## src/rtl/motor_pwm_slave.sv

```systemverilog
// motor_pwm_slave: Avalon-MM slave driving NUM_MOTORS brushed-motor H-bridges.
// Shared PWM timebase, per-channel slew-limited duty, reversal through zero
// duty, and a bus watchdog that shuts every channel down when writes stop.
module motor_pwm_slave #(
  parameter int NUM_MOTORS = 6,
  parameter int DUTY_WIDTH = 8,
  parameter int PRESCALE   = 4,
  parameter int RAMP_STEP  = 4,
  parameter int WDT_CYCLES = 50000000,
  parameter int ADDR_WIDTH = 4
) (
  input  logic                    clk,
  input  logic                    reset,
  input  logic [ADDR_WIDTH-1:0]   address,
  input  logic                    write,
  input  logic                    read,
  input  logic [31:0]             writedata,
  output logic [31:0]             readdata,
  output logic [2*NUM_MOTORS-1:0] motor_out,
  output logic                    wdt_tripped
);
  localparam int PW = (PRESCALE > 1) ? $clog2(PRESCALE) : 1;
  localparam logic [PW-1:0]         PRESC_LAST = PW'(PRESCALE - 1);
  localparam logic [DUTY_WIDTH-1:0] STEP       = DUTY_WIDTH'(RAMP_STEP);
  localparam logic [31:0]           STEP32     = 32'(RAMP_STEP);
  localparam logic [31:0]           WDT_LOAD   = 32'(WDT_CYCLES);

  logic [NUM_MOTORS-1:0]                 enable_q, dir_q, applied_dir, dir_nxt, ramping;
  logic [NUM_MOTORS-1:0][DUTY_WIDTH-1:0] duty_q, applied, app_nxt, target, up, dn;
  logic [PW-1:0]         presc;
  logic [DUTY_WIDTH-1:0] tick;
  logic [31:0]           wdt_cnt, addr32, rd_mux;
  logic                  boundary, expire, wr_status;

  assign addr32    = 32'(address);
  assign boundary  = (presc == PRESC_LAST) && (tick == '1);
  assign wr_status = write && (addr32 == 32'd2);
  // A write in the expiry cycle reloads the counter instead of tripping.
  assign expire    = (WDT_CYCLES != 0) && (wdt_cnt == '0) && !write;

  // Shared PWM timebase: prescaler feeding a free-running tick counter.
  always_ff @(posedge clk or posedge reset) begin
    if (reset) begin
      presc <= '0;
      tick  <= '0;
    end else if (presc == PRESC_LAST) begin
      presc <= '0;
      tick  <= tick + 1'b1;
    end else begin
      presc <= presc + 1'b1;
    end
  end

  // Software-visible control registers.
  always_ff @(posedge clk or posedge reset) begin
    if (reset) begin
      enable_q <= '0;
      dir_q    <= '0;
      duty_q   <= '0;
    end else if (write) begin
      if (addr32 == 32'd0) enable_q <= writedata[NUM_MOTORS-1:0];
      if (addr32 == 32'd1) dir_q    <= writedata[NUM_MOTORS-1:0];
      for (int i = 0; i < NUM_MOTORS; i++)
        if (addr32 == 32'(4 + i)) duty_q[i] <= writedata[DUTY_WIDTH-1:0];
    end
  end

  // Watchdog: any write reloads; trip latches until W1C on STATUS[0].
  always_ff @(posedge clk or posedge reset) begin
    if (reset) begin
      wdt_cnt     <= WDT_LOAD;
      wdt_tripped <= 1'b0;
    end else begin
      if (write)              wdt_cnt <= WDT_LOAD;
      else if (wdt_cnt != '0) wdt_cnt <= wdt_cnt - 1'b1;
      if (wr_status && writedata[0]) wdt_tripped <= 1'b0;
      else if (expire)               wdt_tripped <= 1'b1;
    end
  end

  // Per-channel effective target, slew-limited ramp and reversal-at-zero.
  always_comb begin
    target  = '0;
    ramping = '0;
    up      = '0;
    dn      = '0;
    app_nxt = applied;
    dir_nxt = applied_dir;
    for (int i = 0; i < NUM_MOTORS; i++) begin
      if (enable_q[i] && !wdt_tripped && (dir_q[i] == applied_dir[i]))
        target[i] = duty_q[i];
      ramping[i] = (applied[i] != target[i]);
      up[i] = target[i] - applied[i];
      dn[i] = applied[i] - target[i];
      if (wdt_tripped) begin
        app_nxt[i] = '0;
      end else if (boundary) begin
        if (applied[i] < target[i])
          app_nxt[i] = (32'(up[i]) > STEP32) ? applied[i] + STEP : target[i];
        else if (applied[i] > target[i])
          app_nxt[i] = (32'(dn[i]) > STEP32) ? applied[i] - STEP : target[i];
      end
      if (boundary && (applied[i] == '0) && (dir_q[i] != applied_dir[i]))
        dir_nxt[i] = dir_q[i];
    end
  end

  // Applied state register and registered H-bridge outputs.
  always_ff @(posedge clk or posedge reset) begin
    if (reset) begin
      applied     <= '0;
      applied_dir <= '0;
      motor_out   <= '0;
    end else begin
      applied     <= app_nxt;
      applied_dir <= dir_nxt;
      for (int i = 0; i < NUM_MOTORS; i++) begin
        motor_out[2*i]   <= (tick < applied[i]) && !applied_dir[i];
        motor_out[2*i+1] <= (tick < applied[i]) &&  applied_dir[i];
      end
    end
  end

  // Read mux; unmapped addresses and unused bits read as zero.
  always_comb begin
    rd_mux = '0;
    case (addr32)
      32'd0: rd_mux[NUM_MOTORS-1:0] = enable_q;
      32'd1: rd_mux[NUM_MOTORS-1:0] = dir_q;
      32'd2: begin
        rd_mux[0] = wdt_tripped;
        for (int i = 0; i < NUM_MOTORS; i++) begin
          rd_mux[8+i] = ramping[i];
          if (20 + i < 32) rd_mux[20+i] = applied_dir[i];
        end
      end
      default: begin
        for (int i = 0; i < NUM_MOTORS; i++)
          if (addr32 == 32'(4 + i)) rd_mux[DUTY_WIDTH-1:0] = duty_q[i];
      end
    endcase
  end

  // Registered read data, zero when no read was issued.
  always_ff @(posedge clk or posedge reset) begin
    if (reset) readdata <= '0;
    else       readdata <= read ? rd_mux : '0;
  end
endmodule

```

## config.mk

```make
export PLATFORM = sky130hd
export DESIGN_NAME = motor_pwm_slave
export DESIGN_NICKNAME = d
export VERILOG_FILES = /design/src/rtl/motor_pwm_slave.sv
export SDC_FILE = /design/constraint.sdc
export NUM_CORES = 1
export LEC_CHECK = 0
export CAP_MARGIN = 5
export CORE_ASPECT_RATIO = 1.25
export CORE_MARGIN = 1.5
export CORE_UTILIZATION = 62
export CTS_CLUSTER_SIZE = 28
export DETAILED_ROUTE_END_ITERATION = 8
export GPL_TIMING_DRIVEN = 0
export PLACE_DENSITY_LB_ADDON = 0.25
export SLEW_MARGIN = 0
export SYNTH_ARGS = -nofsm -noshare
export SYNTH_HDL_FRONTEND = slang
export SYNTH_SLANG_ARGS = --single-unit
```

## constraint.sdc

```tcl
create_clock -name clk -period 8.5 [get_ports clk]
set_input_delay 2.55 -clock clk [delete_from_list [all_inputs] [get_ports clk]]
set_output_delay 2.55 -clock clk [all_outputs]
set_load 0.05 [all_outputs]
```

# Word level (Yosys, flattened, before mapping)
# Index checks and enable logic that the tools add are counted.
# op_classes
n_reduce_logical	81
addsub	27
muxes	59
n_eq_ne	28
order_cmp	30
# ops
op	n
$mux 8	48
$gt 8x3->1 const B	12
$lt 8x8->1	12
$sub 8x8->8	12
$logic_not 32->1	2
$mux 32	2
$add 8x3->8 const B	6
$gt 8x8->1	6
$logic_not 8->1	6
$ne 8x8->1	6
$sub 8x3->8 const B	6
$logic_and 1x1->1	40
$reduce_bool 32->1	1
$sub 32x1->32 const B	1
$reduce_and 2->1	14
$mux 26	1
$reduce_bool 3->1	6
$eq 4x3->1 const B	4
$pmux 5 s3	1
$mux 6	2
$add 8x1->8 const B	1
$eq 4x4->1 const B	2
$eq 8x8->1 const B	1
$logic_not 1->1	8
11 further kinds	25
# totals
register_bits	195
output_inout_bits	45
inputBits	40

# Logic depth before layout (Yosys ltp)
# depth
word_depth	11
ltp_mapped	17

# Worst setup path before layout
# Ideal clock, no wire load.
# synth_timing
kind	in2reg
startpoint	input port write
endpoint	register wdt_cnt[21]
path_buffers	0
arrival_ns	4.385
cell_stages	8
path_slack_ns	4.027
cell_sequence	or3_1 nor4_1 nand4_1 nand3_1 nor2_1 nand2_1 nor3_1 or3b_1
# synth_via
elab_chain_len	1
word_cells_on_any_way	2
# synth_rtl
item	line	source
from (decl)	15	input logic write,
$mux 32 / $reduce_bool 2->1 (equally long branches)	-	
to (signal assigned)	75	else if (wdt_cnt != '0) wdt_cnt <= wdt_cnt - 1'b1;
to (decl)	32	logic [31:0] wdt_cnt, addr32, rd_mux;
# Parallel ways exist; a longest one is shown, timed or not.
# A chain may end at the register's enable or synchronous reset.

# Worst setup path in the final report
# Same ends and word-level chain as after synthesis.

==> results.yml <==
floorplanning:
  die_w_um: 144.3
  core_um2: 24500
  die-area_um2: 25930
  pin_count: 85
  die_h_um: 179.7
  initial_utilization_pct: 63.18
  rows: 64
setup_path:
  crit_family: "simple AND/OR/NAND/NOR gates"
  rr_startpoint: "wdt_tripped$_DFFE_PP0P_"
  critPathMaxFanout: 9
  cp_num_buf_inv: 1
  end_kind: "flop"
  cp.arrival_ns: 5.56
  crit_chain: "clkdlybuf4s50_1 -> or3_1 -> nor4_1 -> nand4_1 -> nand3_1 -> nor2_1 -> nand2_1 -> nor3_1 -> or3b_1"
  cp-startpoint: "write"
  cp-start-kind: "input port"
  worst_path_largest_cell_delay_ns: 0.53
  path_class: "in2reg"
  critPathRequiredTime_ns: 8.87
  cpMaxStageDelayCell: "clkdlybuf4s50_1"
sta:
  finalHoldViolCount: 0
  skew_ns: 0.01363
  setup_viol: 0
  rsz0062_at_grt: "false"
  fmax_ghz: 0.1926
  setup_ws_ns: 3.308
  worst_pin_slew_ns: 1.303
  min_period_ns: 5.192
  holdWs_ns: 0.4236
  setup_tns_ns: 0
  timing.slew.headroom_pct: 12.46
  finalMaxSlewViolations: 0
  period_share_pct: 61.09
cts:
  post-cts-setup-buffers: 0
  cts_tree: "built"
  htreeDepth: 4
  cts.sinks: 189
  numCtsBuffers: 17
  path_clk_slew_ns: 0.07
  root_buffer: "clkbuf_16"
  cts_hold_buf: 0
  clk_latency_ns: 0.45
  ctsResizeCount: 0
  cts_max_path_buffers: 2
synthesis:
  synthAdderAreaFrac_pct: 10.91
  syn-cell-area_um2: 15480
  synth_compound_area_share_pct: 19.99
  synth_cell_types: 91
  synth-seq-cells: 189
  synthXorXnorAreaFrac_pct: 5.584
  synth_top_family_by_area: "simple AND/OR/NAND/NOR gates"
  synthSimpleGateAreaFrac_pct: 21.17
  synthMuxAreaShare_pct: 7.435
  synth_warnings: 0
  syn_area_per_cell_um2: 8.847
  syn-instance-count: 1750
  async_reset_ff_share_pct: 100.0
  yosysSeqAreaShare_pct: 30.64
  synth-edff-count: 0
  ys.flop_type: "dfrtp_1"
grt:
  grt_max_degree: 107
  antenna_found_initial: 3
  grtUsageTotal_pct: 35.22
  overflow: 0
  grt_pass1_wl_um: 72180
  grt_pass1_vias: 13790
routing:
  vias_per_cell: 6.504
  first_pass_iters: 5
  totalWireLength_um: 44320
  remaining_drc_errors: 0
  route.detailed.wl_per_inst_um: 20.40
  routed-via-count: 14130
  antenna_left: 0
  drtIter0Drc: 1158
finish:
  postLayoutCellArea_um2: 17050
  drive_gt1_share_pct: 9.343
  nFillCells: 2008
  nets: 2003
  area_growth_pct: 10.10
  fin_util_pct: 69.57
  finalNonFillerCells: 2173
place:
  post_dp_cell_area_um2: 16440
  gp_congestion: 0.9656
  portBuffers: 47
  pre_cts_ws_ns: 2.836
  dp_cells: 2139
  hpwl_um: 33000
power_and_ir_drop:
  power_mw: 3.821
  p_leak_nw: 7.385
  powerDensity_nw_per_um2: 224.1
  peakVddDrop_mv: 0.1730
flow_run:
  timing.max_cap.violations: 0
min_path:
  hold_start: "presc[0]$_DFF_PP0_"
  hp-class: "reg2reg"
outcome:
  status: "completed"
## cell families (layout without fill, tap and decap cells)
group / Yosys count / in the layout
AOI/OAI and AO/OA: 447 / 447
muxes: 97 / 97
buffers and inverters: 160 / 240
other: 1 / 14
and+or+nand+nor: 624 / 624
DFF: 189 / 189
adders and majority gates: 135 / 135
xor gates and xnor gates: 97 / 97
## sequential cells by signal, summed over array words and instances, names as in the netlist
signal,flops
dir_q,6
presc,2
applied,48
wdt_cnt,32
motor_out,12
duty_q,48
enable_q,6
wdt_tripped,1
applied_dir,6
readdata,20
tick,8
## worst register-to-register path: cells and delay by family, from the launching register on
family / cells / cell delay, ns
buffers and inverters: 3 / 1.10
and+or+nand+nor: 7 / 1.99
adders and majority gates: 1 / 0.31
DFF: 1 / 0.61
AOI/OAI and AO/OA: 5 / 0.86
## routing by layer
layer / global-route usage, % / wire, um
met1: 45.52 / 17620
met5: 0 / 11
met3: 6.100 / 3538
met2: 57.26 / 20860
met4: 16.20 / 2293
## power by group
group	internal (mW)	total [mW]	switching, mW
clock network	0.451	0.827	0.377
registers	0.998	1.16	0.160
logic	0.740	1.84	1.10
## final cells by class
cell class / instances / area, um^2 / share of cell area [%]
multi-input cells: 1412 / 10120 / 59.39
flip-flops and latches: 189 / 4745 / 27.83
repair buffers: 48 / 498.0 / 2.921
clock buffers: 20 / 446.7 / 2.620
well taps: 330 / 412.9 / 2.422
inverters: 88 / 337.8 / 1.982
plain buffers: 72 / 325.3 / 1.908
clock inverters: 12 / 152.6 / 0.8955
diodes: 2 / 5.005 / 0.02936
## cells in the final DEF (no fill, tap or decap), drive strengths merged, types with 16 or more instances in the layout
cell type	instances
or3	19
a211oi	16
buf	24
nand2	153
dfrtp	177
o21ai	95
o211ai	19
mux2	74
nand2b	47
nor2b	56
and2	23
clkdlybuf4s50	47
nor3	55
inv	93
a21oi	83
xor2	24
a21o	50
a31oi	19
xnor2	73
nand4	23
nand3	55
clkbuf	69
mux2i	16
ha	135
nor2	107
## final timing paths
| kind | cells after the start | to | slack (ns) |
|---|---|---|---|
| worst max-delay path | 9 | wdt_cnt[21]$_DFFE_PP1N_ | 3.31 |
| worst min-delay path | 1 | presc[0]$_DFF_PP0_ | 0.42 |
| min in group asynchronous | 2 | applied[20]$_DFFE_PP0P_ | 2.59 |
| worst max register to register | 16 | applied[10]$_DFFE_PP0P_ | 3.51 |
| worst min register to register | 1 | presc[0]$_DFF_PP0_ | 0.42 |
| max in group asynchronous | 3 | applied[2]$_DFFE_PP0P_ | 5.00 |
## cell usage after synthesis (7+ instances only)
| master | count | area share [%] |
|---|---|---|
| nor2b_1 | 56 | 2.3 |
| nand3_1 | 55 | 1.8 |
| mux2i_1 | 16 | 1.0 |
| o2bb2ai_1 | 10 | 0.57 |
| a21oi_1 | 83 | 2.7 |
| nor4_1 | 7 | 0.28 |
| a22o_1 | 14 | 0.79 |
| or4_1 | 9 | 0.44 |
| xor2_1 | 23 | 1.3 |
| o21a_1 | 15 | 0.73 |
| inv_1 | 87 | 2.1 |
| and2_1 | 23 | 0.93 |
| o21ai_0 | 89 | 2.9 |
| buf_2 | 8 | 0.26 |
| o2111ai_1 | 9 | 0.51 |
| o22ai_1 | 7 | 0.28 |
| nand2_1 | 153 | 3.7 |
| a221oi_1 | 10 | 0.57 |
| mux2_2 | 74 | 5.4 |
| nand2b_1 | 47 | 1.9 |
| nand4_1 | 22 | 0.89 |
| o31ai_1 | 11 | 0.53 |
| a211oi_1 | 16 | 0.78 |
| nand3b_1 | 15 | 0.73 |
| nor3_1 | 55 | 1.8 |
| o211ai_1 | 19 | 0.92 |
| dfstp_2 | 12 | 2.0 |
| clkbuf_1 | 49 | 1.2 |
| mux4_2 | 7 | 1.0 |
| nor2_1 | 106 | 2.6 |
| a21o_1 | 50 | 2.4 |
| o31a_1 | 7 | 0.40 |
| buf_4 | 12 | 0.58 |
| dfrtp_1 | 177 | 29 |
| and3_1 | 15 | 0.61 |
| a31oi_1 | 19 | 0.77 |
| xnor2_1 | 72 | 4.1 |
| ha_1 | 135 | 11 |
| a22oi_1 | 8 | 0.39 |
| and4_1 | 8 | 0.45 |
| or3_1 | 19 | 0.77 |
No activity file was read; power rests on OpenSTA's default activity.
